File: src/rtl/config_frame_serializer_pkg.sv
// rtl/config_frame_serializer_pkg.sv - shared state enum, default geometry and derived-constant helpers
package config_frame_serializer_pkg;

  typedef enum logic [1:0] {
    IDLE  = 2'd0,
    SHIFT = 2'd1,
    SET   = 2'd2,
    DONE  = 2'd3
  } cfs_state_e;

  localparam int CFS_NUM_COLS   = 4;
  localparam int CFS_WORD_W     = 32;
  localparam int CFS_FRAME_BITS = 64;

  // Bits delivered to each column from one input word.
  function automatic int cfs_bpw(input int word_w, input int num_cols);
    return word_w / num_cols;
  endfunction

  function automatic int cfs_wpf(input int frame_bits, input int word_w, input int num_cols);
    return frame_bits / cfs_bpw(word_w, num_cols);
  endfunction

  function automatic int cfs_cnt_w(input int max_val);
    return (max_val < 2) ? 1 : $clog2(max_val + 1);
  endfunction

endpackage

File: src/rtl/config_frame_serializer_skid.sv
// rtl/config_frame_serializer_skid.sv - cfg_word_skid: one-entry hold register with valid/ready
module cfg_word_skid #(
  parameter int W = 32
) (
  input  logic         clk,
  input  logic         rst_n,
  input  logic         clr,
  input  logic         en,
  input  logic         in_valid,
  input  logic [W-1:0] in_data,
  output logic         in_ready,
  output logic         in_accept,
  output logic         out_valid,
  output logic [W-1:0] out_data,
  input  logic         out_ready
);

  logic         hold_vld_q, hold_vld_d;
  logic [W-1:0] hold_data_q, hold_data_d;

  // An accepted word bypasses the hold register when the consumer takes it the same cycle.
  always_comb begin
    in_ready    = en && !hold_vld_q;
    in_accept   = in_valid && in_ready;
    out_valid   = hold_vld_q || in_accept;
    out_data    = hold_vld_q ? hold_data_q : in_data;
    hold_vld_d  = hold_vld_q;
    hold_data_d = hold_data_q;
    if (clr) begin
      hold_vld_d  = 1'b0;
      hold_data_d = '0;
    end else if (hold_vld_q && out_ready) begin
      hold_vld_d = 1'b0;
    end else if (in_accept && !out_ready) begin
      hold_vld_d  = 1'b1;
      hold_data_d = in_data;
    end
  end

  always_ff @(posedge clk or negedge rst_n) begin
    if (!rst_n) begin
      hold_vld_q  <= 1'b0;
      hold_data_q <= '0;
    end else begin
      hold_vld_q  <= hold_vld_d;
      hold_data_q <= hold_data_d;
    end
  end

endmodule

File: src/rtl/config_frame_serializer.sv
// rtl/config_frame_serializer.sv - streams config words into per-column serial chains, then latches them
// Optional checksum output under `define CFG_SER_CHECKSUM_EN.
module config_frame_serializer
  import config_frame_serializer_pkg::*;
#(
  parameter int NUM_COLS   = CFS_NUM_COLS,
  parameter int WORD_W     = CFS_WORD_W,
  parameter int FRAME_BITS = CFS_FRAME_BITS
) (
  input  logic                clk,
  input  logic                rst_n,
  input  logic                start,
  input  logic                abort,
  input  logic                word_valid,
  input  logic [WORD_W-1:0]   word_data,
  output logic                word_ready,
  output logic                cen,
  output logic [NUM_COLS-1:0] shift_out,
  output logic [NUM_COLS-1:0] set_out,
  output logic                busy,
  output logic                frame_done
`ifdef CFG_SER_CHECKSUM_EN
  ,
  output logic [WORD_W-1:0]   checksum
`endif
);

  localparam int BPW  = cfs_bpw(WORD_W, NUM_COLS);
  localparam int WPF  = cfs_wpf(FRAME_BITS, WORD_W, NUM_COLS);
  localparam int WC_W = cfs_cnt_w(WPF);
  localparam int BC_W = cfs_cnt_w(FRAME_BITS);
  localparam int BI_W = cfs_cnt_w(BPW - 1);

  localparam logic [WC_W-1:0] WPF_C      = WC_W'(WPF);
  localparam logic [BC_W-1:0] LAST_BEAT  = BC_W'(FRAME_BITS - 1);
  localparam logic [BI_W-1:0] LAST_BIDX  = BI_W'(BPW - 1);

  cfs_state_e        state_q, state_d;
  logic [WC_W-1:0]   word_cnt_q, word_cnt_d;
  logic [BC_W-1:0]   beat_cnt_q, beat_cnt_d;
  logic [BI_W-1:0]   bidx_q, bidx_d;
  logic [WORD_W-1:0] sh_q, sh_d;
  logic              sh_vld_q, sh_vld_d;

  logic              abort_hit;
  logic              beat;
  logic              take;
  logic              skid_en;
  logic              skid_ready;
  logic              skid_accept;
  logic              skid_vld;
  logic [WORD_W-1:0] skid_data;

  assign abort_hit = abort && (state_q != IDLE);
  assign beat      = (state_q == SHIFT) && sh_vld_q;
  // The shift register refills when empty or on the last beat of its word, so words run back-to-back.
  assign take      = (state_q == SHIFT) && (!sh_vld_q || (bidx_q == LAST_BIDX));
  assign skid_en   = (state_q == SHIFT) && (word_cnt_q != WPF_C);

  cfg_word_skid #(
    .W (WORD_W)
  ) u_skid (
    .clk       (clk),
    .rst_n     (rst_n),
    .clr       (abort_hit),
    .en        (skid_en),
    .in_valid  (word_valid),
    .in_data   (word_data),
    .in_ready  (skid_ready),
    .in_accept (skid_accept),
    .out_valid (skid_vld),
    .out_data  (skid_data),
    .out_ready (take)
  );

  always_comb begin
    state_d    = state_q;
    word_cnt_d = word_cnt_q;
    beat_cnt_d = beat_cnt_q;
    bidx_d     = bidx_q;
    sh_d       = sh_q;
    sh_vld_d   = sh_vld_q;

    unique case (state_q)
      IDLE: begin
        if (start && !abort) begin
          state_d    = SHIFT;
          word_cnt_d = '0;
          beat_cnt_d = '0;
          bidx_d     = '0;
        end
      end
      SHIFT: begin
        if (skid_accept) begin
          word_cnt_d = word_cnt_q + 1'b1;
        end
        if (beat) begin
          sh_d       = sh_q >> NUM_COLS;
          bidx_d     = bidx_q + 1'b1;
          beat_cnt_d = beat_cnt_q + 1'b1;
          if (beat_cnt_q == LAST_BEAT) begin
            state_d = SET;
          end
        end
        if (take) begin
          sh_vld_d = skid_vld;
          sh_d     = skid_vld ? skid_data : '0;
          bidx_d   = '0;
        end
      end
      SET:     state_d = DONE;
      DONE:    state_d = IDLE;
      default: state_d = IDLE;
    endcase

    if (abort_hit) begin
      state_d    = IDLE;
      word_cnt_d = '0;
      beat_cnt_d = '0;
      bidx_d     = '0;
      sh_d       = '0;
      sh_vld_d   = 1'b0;
    end
  end

  always_ff @(posedge clk or negedge rst_n) begin
    if (!rst_n) begin
      state_q    <= IDLE;
      word_cnt_q <= '0;
      beat_cnt_q <= '0;
      bidx_q     <= '0;
      sh_q       <= '0;
      sh_vld_q   <= 1'b0;
    end else begin
      state_q    <= state_d;
      word_cnt_q <= word_cnt_d;
      beat_cnt_q <= beat_cnt_d;
      bidx_q     <= bidx_d;
      sh_q       <= sh_d;
      sh_vld_q   <= sh_vld_d;
    end
  end

  // Outputs depend only on flops, so they all drop to zero the instant reset asserts.
  always_comb begin
    word_ready = skid_ready;
    cen        = beat || (state_q == SET);
    shift_out  = beat ? sh_q[NUM_COLS-1:0] : '0;
    set_out    = {NUM_COLS{state_q == SET}};
    busy       = (state_q != IDLE);
    frame_done = (state_q == DONE);
  end

`ifdef CFG_SER_CHECKSUM_EN
  logic [WORD_W-1:0] csum_q, csum_d;

  always_comb begin
    csum_d = csum_q;
    if ((state_q == IDLE) && start && !abort) begin
      csum_d = '0;
    end else if (skid_accept) begin
      csum_d = csum_q ^ word_data;
    end
    if (abort_hit) begin
      csum_d = '0;
    end
  end

  always_ff @(posedge clk or negedge rst_n) begin
    if (!rst_n) begin
      csum_q <= '0;
    end else begin
      csum_q <= csum_d;
    end
  end

  assign checksum = csum_q;
`endif

endmodule
File: config.mk
export PLATFORM = sky130hd
export DESIGN_NAME = config_frame_serializer
export DESIGN_NICKNAME = d
export VERILOG_FILES = /design/src/rtl/config_frame_serializer_pkg.sv /design/src/rtl/config_frame_serializer_skid.sv /design/src/rtl/config_frame_serializer.sv
export SDC_FILE = /design/constraint.sdc
export NUM_CORES = 1
export LEC_CHECK = 0
export CAP_MARGIN = 10
export CORE_MARGIN = 2
export CORE_UTILIZATION = 45
export DETAILED_ROUTE_END_ITERATION = 7
export GPL_TIMING_DRIVEN = 0
export PLACE_DENSITY_LB_ADDON = 0.3
export SETUP_SLACK_MARGIN = 0.15
export SYNTH_ARGS = -nofsm -noshare
export SYNTH_HDL_FRONTEND = slang
export SYNTH_SLANG_ARGS = --single-unit
export TNS_END_PERCENT = 50
File: constraint.sdc
create_clock -name clk -period 1.83 [get_ports clk]
set_input_delay 0.2745 -clock clk [delete_from_list [all_inputs] [get_ports clk]]
set_output_delay 0.2745 -clock clk [all_outputs]
set_load 0.01 [all_outputs]
# Yosys cells after proc, flatten, opt, wreduce, memory -nomap -nowiden
# Index checks and enable logic that the tools add are counted.
# op_classes
add_sub_neg	3
eq_ne	12
mux	34
n_reduce_logical	31
# op_table
operator	count
$mux W32	9
$mux W7	3
$mux W4	4
$pmux W7 S2	1
$mux W3	4
$reduce_and A3 Y1	4
$logic_and A1 B1 Y1	9
$ne A3 B3 Y1 const B	3
$reduce_bool A3 Y1	3
$mux W2	4
$pmux W2 S4	1
$pmux W4 S2	1
$reduce_bool A2 Y1	4
$add A7 B1 Y7 const B	1
$eq A7 B6 Y1 const B	1
$mux W1	6
$pmux W3 S2	1
$reduce_and A2 Y1	3
$add A4 B1 Y4 const B	1
$eq A2 B2 Y1 const B	2
$logic_not A1 Y1	4
$ne A4 B3 Y1 const B	1
$ne A4 B4 Y1 const B	1
$add A3 B1 Y3 const B	1
6 further kinds	8
# totals
ff_bits	82
inputBits	37
out_inout_bits	12
elab_cells	88

# Longest topological paths before layout
# Gate-level depths: netlist of the first run.
# depth
ltp_word	9
mapped_depth	8
mapped_depth_nobuf	6

# Cells and area by module
# From an unflattened synthesis of the first run, not the netlist that was laid out.
# hier_totals
cells_unflattened	483
area_unflattened_um2	4830.9
# by_module_without_submodules
module	n_inst	cells_per_inst	area_each_um2	seq_area_each_um2
config_frame_serializer	1	295	2748.9	1226.2
cfg_word_skid	1	188	2082.0	825.8

# Least setup slack after synthesis of the first run
# OpenSTA, ideal clock, no wires.
# synth_path
path_type	flip-flop to flip-flop
start	register state_q[1]
end	register beat_cnt_q[4]
setup_ps	78
arrival_time_ps	1812
t_required_ps	1752
slack_ps	-60
path_stages_with_launch	8
path_buffers	2
period_less_slack_ps	1890
cell_sequence	dfrtp_1 > inv_1 > ha_1 > buf_2 > a22o_1 > buf_6 > or4_1 > a21oi_1
# synth_via
elab_chain_len	4
word_cells_on_any_way	11
cone_classes	eq/ne (3); mux (2); reduce/logical (6)
# synth_rtl
item	line_no	source
from (decl)	config_frame_serializer.sv:38	cfs_state_e state_q, state_d;
from (signal assigned)	config_frame_serializer.sv:135	state_q <= state_d;
$eq A2 B1 Y1 / $reduce_bool A2 Y1 (equally long branches)	config_frame_serializer.sv:55, config_frame_serializer.sv:84, config_frame_serializer.sv:54	
$logic_and A1 B1 Y1 (on tied branches)	config_frame_serializer.sv:55, config_frame_serializer.sv:54	
$ne A3 B3 Y1 (no source line) / $reduce_bool A3 Y1 (equally long branches)	--	
$reduce_and A3 Y1 (no source line)	--	
to (signal assigned)	config_frame_serializer.sv:137	beat_cnt_q <= beat_cnt_d;
to (decl)	config_frame_serializer.sv:40	logic [BC_W-1:0] beat_cnt_q, beat_cnt_d;
# Several ways; a longest one is shown, not always the timed one.
# A chain may end at the register's enable or synchronous reset.

# Worst setup path in the final report of the first run
# layout_path
start	register state_q[1]
end	output word_ready
# layout_via
elab_chain_len	3
# layout_rtl
item	line_no	source
$eq A2 B1 Y1	config_frame_serializer.sv:58	assign skid_en = (state_q == SHIFT) && (word_cnt_q != WPF_C);
$logic_and A1 B1 Y1	config_frame_serializer.sv:58	
$logic_and A1 B1 Y1	config_frame_serializer_skid.sv:23	in_ready = en && !hold_vld_q;
to (decl)	config_frame_serializer.sv:16	output logic word_ready,
# No other way between the ends.

==> results_dict.tcl, run 1 <==
set metrics [dict create \
    grt_pass1_wl_microns 21350 \
    cts_buffer_depth 2 \
    ir_drop_v 0.0006460 \
    ys.flop_type "dfrtp_1" \
    violations "setup timing" \
    synth_top_area_frac 0.4647 \
    synth.avg_cell_area_sq_um 9.123 \
    vias 4347 \
    rsz0062_at_grt "yes" \
    rows 36 \
    critPathMaxStageDelay_ns 0.45 \
    synthAdderAreaFrac 0.02834 \
    start_util 0.4581 \
    max_slew_margin 0.6937 \
    ioPinCount 49 \
    powerDensity_nw_per_um2 1321 \
    cp-start-kind "register" \
    cp_data_arrival_time_ns 1.62 \
    required_ns 1.56 \
    hold_path.class "input port to asynchronous set/reset pin" \
    critical_path.max_fanout 7 \
    io_buffers 48 \
    synth-simple-area-share 0.1627 \
    p_leak_nw 2.764 \
    via_per_inst 5.939 \
    synth_mux_area_frac 0.08048 \
    drtIter0Drc 259 \
    drc 0 \
    fin_crit_ns 1.895 \
    routabilityCongestion 0.8429 \
    layout.nets 641 \
    dieHeight_microns 103.1 \
    maxCapViolCount 0 \
    drv_slew 0 \
    cp-end-kind "output pin" \
    utilization 0.7085 \
    synthCells 484 \
    antenna_found_initial 0 \
    synthTopCellsByArea "dfrtp_1 46%, nand2_1 8.8%, mux2i_1 7.7%" \
    status "complete, but fails checks" \
    dieWidth_microns 103.1 \
    fmax_mhz 527.7 \
    areaGrowthSynthToFinish_pct 54.66 \
    layout.cells.non_filler 732 \
    placedCellCount 666 \
    synth-xor-area-share 0 \
    grt_pass1_vias 4300 \
    coreArea_sq_um 9639 \
    ant_nets 0 \
    fin_crit_sh 1.036 \
    worst_pin_slew_ns 0.4595 \
    path_buf_inv 4 \
    clkTransAtPathRegs_ns 0.10 \
    grt-ovfl-total 0 \
    setup_ws_ns -0.06502 \
    ys_types 42 \
    syn-num-nets 531 \
    antenna_cells 0 \
    slowest_stage "dfrtp_2" \
    yosys.area.top_type "dfrtp_1" \
    drt_first_pass_iters 5 \
    synth_edf_count 0 \
    cts-root-buf "clkbuf_8" \
    detail_route.wl_per_cell_microns 20.17 \
    htreeDepth 3 \
    cts_tree "done" \
    grt_max_degree 66 \
    synth_top_family_by_area "compound AO/OA/AOI/OAI gates" \
    numCtsBuffers 9 \
    synth-seq-cells 82 \
    worst_skew_pair.late_latency_ns 0.37 \
    setup_viol 30 \
    dp.final_hpwl_microns 7495 \
    grtUsageTotal 0.2625 \
    ys_seq_area_frac 0.4647 \
    path_cells "inv_4 > ha_4 > buf_8 > clkbuf_16 > nand2_2 > nor2_2 > buf_2" \
    drive_gt1_frac 0.4457 \
    crit_type "register to output pin" \
    synth-compound-area-share 0.2148 \
    fin_skew_ns 0.01565 \
    synth_async_sr_flop_share 1.000 \
    die-area_sq_um 10620 \
    ys.warnings.count 0 \
    path_delay_family "buffers and inverters" \
    cts.sinks 82 \
    drt-total-wl_microns 14760 \
    finalHoldViolCount 0 \
    netlist_area_sq_um 4415 \
]
==> kinds of logic (layout without fill, tap and decap cells) <==
group                      Yosys count  after routing
AOI/OAI and AO/OA                  155            155
and+or+nand+nor                    154            154
DFF                                 82             82
buffers and inverters               48            163
muxes                               35             35
adders and majority gates           10             10
==> synth_stat cells (2+ instances only) <==
library cell / number
nand2_1: 104
dfrtp_1: 82
o21ai_0: 64
a21oi_1: 39
mux2i_1: 34
o31a_1: 28
clkbuf_1: 23
buf_2: 14
ha_1: 10
o31ai_1: 10
inv_1: 7
nand3_1: 7
and3_1: 5
nand4_1: 5
nand2b_1: 4
nor2_1: 4
or2_2: 4
or4_1: 4
a22o_1: 3
buf_4: 3
nor4_1: 3
a21o_1: 2
a31oi_1: 2
and2b_1: 2
nor2b_1: 2
nor3_1: 2
or3_1: 2
==> per-layer routing <==
metal | share of wire | global-route usage | up-vias | routed length, microns
met5 | 0 | 0 | - | 0
met2 | 0.51 | 0.4386 | 181 | 7534
li1 | - | - | 1943 | -
met3 | 0.051 | 0.05153 | 63 | 752
met1 | 0.40 | 0.3310 | 2160 | 5859
met4 | 0.042 | 0.1174 | 0 | 615
==> sequential cells by signal, indices dropped and copies added, names as in the netlist <==
signal	cells
u_skid.hold_data_q	32
u_skid.hold_vld_q	1
sh_q	32
bidx_q	3
state_q	2
beat_cnt_q	7
word_cnt_q	4
sh_vld_q	1
==> placed cells by master (no fill, tap or decap), drive strengths merged, types with 2 or more instances in the layout <==
cell | Yosys | routed
nand2 | 104 | 104
buf | 18 | 88
dfrtp | 82 | 82
o21ai | 65 | 65
a21oi | 39 | 39
clkdlybuf4s50 | 0 | 34
mux2i | 34 | 34
o31a | 28 | 28
clkbuf | 23 | 26
o31ai | 10 | 10
ha | 10 | 10
inv | 7 | 8
nand3 | 7 | 7
nand4 | 5 | 5
and3 | 5 | 5
nand2b | 5 | 5
or2 | 4 | 4
nor2 | 4 | 4
or4 | 4 | 4
or3 | 3 | 3
a22o | 3 | 3
nor4 | 3 | 3
a21o | 2 | 2
bufinv | 0 | 2
clkinvlp | 0 | 2
nor2b | 2 | 2
a31oi | 2 | 2
and2b | 2 | 2
nor3 | 2 | 2
==> repair_timing <==
action	CTS	global route
buffers inserted	22	19
hold buffers	1	0
pin swaps	37	34
gates cloned	4	4
gates resized for setup	261	106
setup endpoints to repair	94	90
endpoints found under the hold margin	17	0
==> layout make-up <==
class | count | area (sq um)
clock buffers | 10 | 127.6
clock inverters | 6 | 88.84
well taps | 133 | 166.4
fillers | 662 | 2810
flip-flops and latches | 82 | 2057
inverters | 7 | 31.28
plain buffers | 41 | 498.0
multi-input cells | 354 | 2834
repair buffers | 99 | 1026
==> power by group <==
part           internal [mW]  switching (mW)  leakage, nW
Sequential              2.10           0.275         1.13
Clock                  0.773           0.742        0.103
Combinational           2.38            2.76         1.53
Total                   5.25            3.77         2.76
==> through the flow <==
stage / setup TNS [ns] / power (mW) / cell area (sq um) / hold slack, ns / setup WS, ns
after floorplan: 0 / 4.476 / 4522 / -0.02109 / 0.1215
after global placement: -228.84 / 5.354 / 5169 / 0.4546 / -2.809
after detailed placement: -24.19 / 5.447 / 5194 / 0.1695 / -0.4841
after CTS: -0.2556 / 8.045 / 6356 / 0.3317 / -0.03545
after global routing: -1.800 / 9.389 / 6829 / 0.3400 / -0.09217
final: -0.5687 / 9.024 / 6829 / 0.3218 / -0.06502
==> worst paths after layout <==
path | start | endpoint | slack, ns | depth (start not counted)
worst max-delay path | state_q[1] | word_ready | -0.07 | 7
worst min-delay path | rst_n | u_skid.hold_data_q[20] | 0.32 | 2
worst max register to register | state_q[1] | sh_q[31] | -0.04 | 7
worst min register to register | sh_q[1] | sh_q[1] | 0.49 | 2
max in group asynchronous | rst_n | sh_q[26] | 0.90 | 3
min in group clk | word_data[2] | u_skid.hold_data_q[2] | 0.48 | 3
==> worst register-to-register path: stages, from the launching register on <==
cell	delay, ns
dfrtp_2	0.45
inv_4	0.10
ha_4	0.15
buf_6	0.14
a31oi_4	0.13
buf_6	0.15
or3_4	0.43
o31ai_2	0.22
(Power assumes the default switching activity.)
==> run 2, diff against run 1 <==
ABC_AREA = 1   (was unset)
==> run 2 against run 1 <==
  * The flow still finishes with violations (setup timing)
  * Via count decreased by 0.94%
  * Register-to-register slack got worse by 0.02 ns
  * Core utilization is 5.6 points lower
  * Critical path type is now register to register
  * Largest cell class unchanged
==> results_dict.tcl, run 2 <==
set metrics [dict create \
    netlist_area_sq_um 4542 \
    cp-end-kind "register" \
    timing.rr.end "u_skid.hold_data_q[21]" \
    grt_pass1_vias 4066 \
    htreeDepth 3 \
    cts_buffer_depth 2 \
    switching_share 0.4149 \
    antenna_cells 0 \
    yosysMostFrequentCell "nand2_1" \
    cp_data_arrival_time_ns 2.19 \
    path_buf_inv 6 \
    antenna_found_initial 0 \
    detail_route.wl_per_cell_microns 15.80 \
    clkTransAtPathRegs_ns 0.09 \
    max_slew_margin 0.5399 \
    crit_top_cell "buf_8" \
    timing.rr.start "state_q[1]" \
    critical_path.max_fanout 5 \
    ys.warnings.count 0 \
    ioPinCount 49 \
    start_util 0.4647 \
    cp-endpoint "u_skid.hold_data_q[21]" \
    fin_crit_ns 1.887 \
    p_switching_mw 4.037 \
    dp_slack_ns -0.1910 \
    cp.depth 12 \
    path_cells "inv_2 > ha_4 > buf_8 > inv_8 > nor2_8 > nand3_4 > nor3_4 > buf_6 > buf_4 > buf_8 > nand2_1 > o21ai_2" \
    fmax_mhz 529.9 \
    setup_viol 37 \
    synthCells 579 \
    drv_slew 0 \
    path_delay_family "buffers and inverters" \
    biggestRegsByFlops "sh_q: 32 flops, u_skid.hold_data_q: 32 flops, beat_cnt_q: 7 flops" \
    most-common-layout-cells "131 x nand2_1, 81 x inv_1, 81 x dfrtp_1, 50 x a21oi_1, 50 x o21ai_2" \
    dieWidth_microns 104.5 \
    ys.flop_type "dfrtp_1" \
    ys_seq_area_frac 0.4518 \
    syn-num-nets 626 \
    synthTopCellsByArea "dfrtp_1 45%, nand2_1 13%, o21ai_0 7.4%" \
    cp-start-kind "register" \
    ir_drop_v 0.0009266 \
    io_buffers 48 \
    synth_edf_count 0 \
    synth.avg_cell_area_sq_um 7.844 \
    crit_type "register to register" \
    critPathMaxStageDelay_ns 0.41 \
    drt_first_pass_iters 5 \
    fin_crit_sh 1.031 \
    yosys.area.top_type "dfrtp_1" \
    nFillCells 766 \
    coreArea_sq_um 9774 \
    clkPwrFrac 0.180 \
    drive_gt1_frac 0.2968 \
    setup_ws_ns -0.05722 \
    p_total_mw 9.730 \
    drt-total-wl_microns 12910 \
    ys_types 30 \
    dp.final_hpwl_microns 7266 \
    layout.cells.non_filler 817 \
    vias 4306 \
    power_frac_seq 0.271 \
    p_leak_nw 2.916 \
    cts-root-buf "clkbuf_8" \
    r2r_slack_ns -0.06 \
    synth-seq-cells 82 \
    via_per_inst 5.271 \
    fin_skew_ns 0.01547 \
    grtUsageTotal 0.2220 \
    finalSetupTns_ns -1.141 \
    crit_path_start "state_q[1]" \
    placedCellCount 761 \
    worst_skew_pair.late_latency_ns 0.37 \
    rsz0062_at_grt "yes" \
    synthTopCellsByCount "155 x nand2_1, 83 x inv_1, 82 x dfrtp_1, 67 x o21ai_0, 62 x a21oi_1" \
    layout.nets 726 \
    powerDensity_nw_per_um2 1526 \
    finalHoldViolCount 0 \
    status "complete, but fails checks" \
    grt_max_degree 62 \
    areaGrowthSynthToFinish_pct 40.39 \
    power.share.combinational 0.548 \
    die-area_sq_um 10910 \
    hold_path.class "input port to asynchronous set/reset pin" \
    required_ns 2.13 \
    worst_pin_slew_ns 0.6902 \
    final_common_cell "nand2_1" \
    rows 36 \
    dieHeight_microns 104.5 \
    grt_pass1_wl_microns 19530 \
    reg2reg_depth 12 \
    routabilityCongestion 0.8047 \
    cts.sinks 82 \
    synth_top_area_frac 0.4518 \
    drc 0 \
    slowest_stage "dfrtp_1" \
    maxCapViolCount 0 \
    violations "setup timing" \
    ant_nets 0 \
    numCtsBuffers 9 \
    synth_async_sr_flop_share 1.000 \
    cts_tree "done" \
    drtIter0Drc 211 \
    p_int_mw 5.693 \
    grt-ovfl-total 0 \
]
run 2: changes by cell type in the layout (fill, tap and decap cells not counted), moves of 22 or more:
| cell | delta |
|---|---|
| inv_1 | +76 |
| mux2i_1 | -33 |
| o21ai_0 | +22 |
| o21ai_2 | +34 |
| o31a_1 | -28 |
| nand2_1 | +71 |
| a21oi_1 | +43 |
run 2: power by group through the flow:
| stage | combinational (mW) | clock, mW | sequential (mW) |
|---|---|---|---|
| after CTS | 4.62 | 1.76 | 2.60 |
| after detailed placement | 3.56 | 0 | 2.63 |
| after global placement | 3.47 | 0 | 2.61 |
| after floorplan | 2.59 | 0 | 2.56 |
| final | 5.34 | 1.75 | 2.64 |
| after global routing | 5.76 | 1.83 | 2.70 |
run 2: logic make-up after synthesis:
group                      count (synthesis)  synth area share
DFF                                       82            0.4518
AOI/OAI and AO/OA                        168            0.2124
buffers and inverters                    117            0.1149
adders and majority gates                 10           0.02755
and+or+nand+nor                          202            0.1934
run 2: metrics by stage:
| step | hold slack, ns | utilization | instance area [sq um] |
|---|---|---|---|
| 6_report | 0.3448 | 0.6523 | 6376 |
| 5_1_grt | 0.3654 | 0.6523 | 6376 |
| 4_1_cts | 0.3505 | 0.6174 | 6035 |
| 3_5_place_dp | 0.1956 | 0.5334 | 5214 |
| 3_3_place_gp | 0.4662 | 0.5309 | 5189 |
| 2_1_floorplan | -0.02109 | - | 4542 |
run 2: how the worst min path moves through the flow:
stage | startpoint | cells past startpoint | end | slack [ns]
final | rst_n | 2 | beat_cnt_q[4] | 0.34
after global routing | rst_n | 2 | u_skid.hold_data_q[22] | 0.37
after CTS | rst_n | 2 | u_skid.hold_data_q[22] | 0.35
after detailed placement | rst_n | 1 | beat_cnt_q[4] | 0.20
after global placement | bidx_q[1] | 2 | bidx_q[1] | 0.47
after floorplan | rst_n | 0 | beat_cnt_q[0] | -0.02
run 2: per-layer routing:
layer,track usage,share of wire
met2,0.3641,0.52
met4,0.07432,0.013
met5,0,0
met3,0.04010,0.050
met1,0.2962,0.42
run 2: repair_timing:
action,in CTS,in global routing
endpoints found under the hold margin,21,0
setup buffers,21,13
gates cloned,4,1
pin swaps,11,11
hold buffers,1,0
setup endpoints to repair,91,86
resized for setup,152,64
run 2: layout make-up:
class                   instances  area, sq um  share of cell area
multi-input cells             380         2280              0.3575
flip-flops and latches         82         2053              0.3220
repair buffers                 89        950.9              0.1491
inverters                      86        335.3             0.05259
plain buffers                  31        325.3             0.05102
well taps                     133        166.4             0.02610
clock inverters                 6        137.6             0.02159
clock buffers                  10        127.6             0.02002
==> patch (config.mk and constraints of run 2) <==
Add a define of `CFG_SER_CHECKSUM_EN`.
--- a/src/rtl/config_frame_serializer.sv
+++ b/src/rtl/config_frame_serializer.sv
@@ -1,5 +1,7 @@
 // rtl/config_frame_serializer.sv - streams config words into per-column serial chains, then latches them
 // Optional checksum output under `define CFG_SER_CHECKSUM_EN.
+`define CFG_SER_CHECKSUM_EN
+
 module config_frame_serializer
   import config_frame_serializer_pkg::*;
 #(
Function (old outputs only; new: checksum): kept (equiv_simple and equiv_induct, registers matched by name and starting in step).
==> patch against run 2 <==
The run still ends with negative setup slack left; worst setup slack gained 0.044 ns; synthesized area grew 29%; via count grew 27%; sequential share of layout area grew 1.7 points; routed wire length grew 24%; first-iteration DRC count grew 71%; final area grew 32%; power grew 51%; maximum frequency grew 2.4%; utilization grew 1.1 points; die area grew 28%; sequential cell count grew 32; largest cell class is now flip-flops and latches.
==> patch: results (changes against run 2) <==
\begin{tabular}{lr}
\hline
Metric & Value \\
\hline
\multicolumn{2}{l}{\textbf{Clocking}} \\
\quad H-tree depth reported by CTS & 4 (+1) \\
\quad Number of clock sinks & 114 (+39\%) \\
\quad Num CTS Buffers & 17 (+8) \\
\multicolumn{2}{l}{\textbf{Finish}} \\
\quad Area used by multi-input combinational logic & 2770 µm² (+22\%) \\
\quad Count of filler cells inserted in the layout & 1038 (+36\%) \\
\quad Area share of buffers outside the clock network & 0.175 (-0.0251) \\
\quad Layout cell share with drive strength beyond 1 & 0.204 (-0.0929) \\
\quad Final net count & 950 (+31\%) \\
\multicolumn{2}{l}{\textbf{Run status}} \\
\quad Violated checks & negative setup slack \\
\quad Status & finished with violations \\
\multicolumn{2}{l}{\textbf{Power and ir drop}} \\
\quad Switching share of power & 0.382 (-0.0331) \\
\quad Static Leak & 0.00415 µW (+42\%) \\
\quad Internal power of the cells & 9080 µW (+59\%) \\
\multicolumn{2}{l}{\textbf{STA}} \\
\quad Endpoints failing setup & 6 (-84\%) \\
\quad Post-route clock skew & 0.00671 ns (-0.00876 ns) \\
\quad Post-route setup slack & -0.0129 ns (+0.0443 ns) \\
\quad Worst-Margin Slew & 0.536 ns (-0.154 ns) \\
\quad Final sum of negative setup slack & -0.0339 ns (+1.11 ns) \\
\multicolumn{2}{l}{\textbf{Worst setup path}} \\
\quad Cell count of the worst reg-to-reg path & 10 (-2) \\
\multicolumn{2}{l}{\textbf{Synthesis}} \\
\quad Total nets after synthesis & 814 (+30\%) \\
\quad Area fraction in compound gates after synthesis & 0.115 (-0.0978) \\
\quad Sequential cell area fraction in the yosys report & 0.487 (+0.0355) \\
\quad Synth Area in Adders & 0.0192 (-0.00831) \\
\multicolumn{2}{l}{\textbf{Detailed routing}} \\
\quad Post-detailed-route via-to-cell ratio & 5.00 (-5.1\%) \\
\quad Routed wire length per instance & 14.7 µm (-7.1\%) \\
\quad DR iter-0 viols & 360 (+71\%) \\
\multicolumn{2}{l}{\textbf{Global routing}} \\
\quad First-pass GRT wire length & 24900 µm (+27\%) \\
\hline
\end{tabular}
## patch: through the flow
| stage | hold slack, ns | worst slack [ns] |
|---|---|---|
| after floorplan | -0.0211 | 0.151 |
| after global placement | 0.463 | -4.06 |
| after detailed placement | 0.148 | -0.328 |
| after CTS | 0.277 | 0.0239 |
| after global routing | 0.303 | -0.0768 |
| final | 0.276 | -0.0129 |
## patch: per-layer routing
metal / wire (µm) / track usage / part of all wire / vias to the layer above
met5: 0 / 0 / 0 / -
met4: 341 / 0.0798 / 0.021 / 0
met1: 6940 / 0.284 / 0.43 / 2597
met3: 770 / 0.0572 / 0.048 / 33
li1: - / - / - / 2681
met2: 7920 / 0.362 / 0.50 / 138
## patch: timing repair
action / 4_1_cts / 5_1_grt
pin swaps: 4 / 38
buffers inserted: 15 / 14
resized for setup: 89 / 131
endpoints found under the setup margin: 122 / 119
hold buffers: 1 / 0
cloned: 1 / 5
hold endpoints to repair: 22 / 0
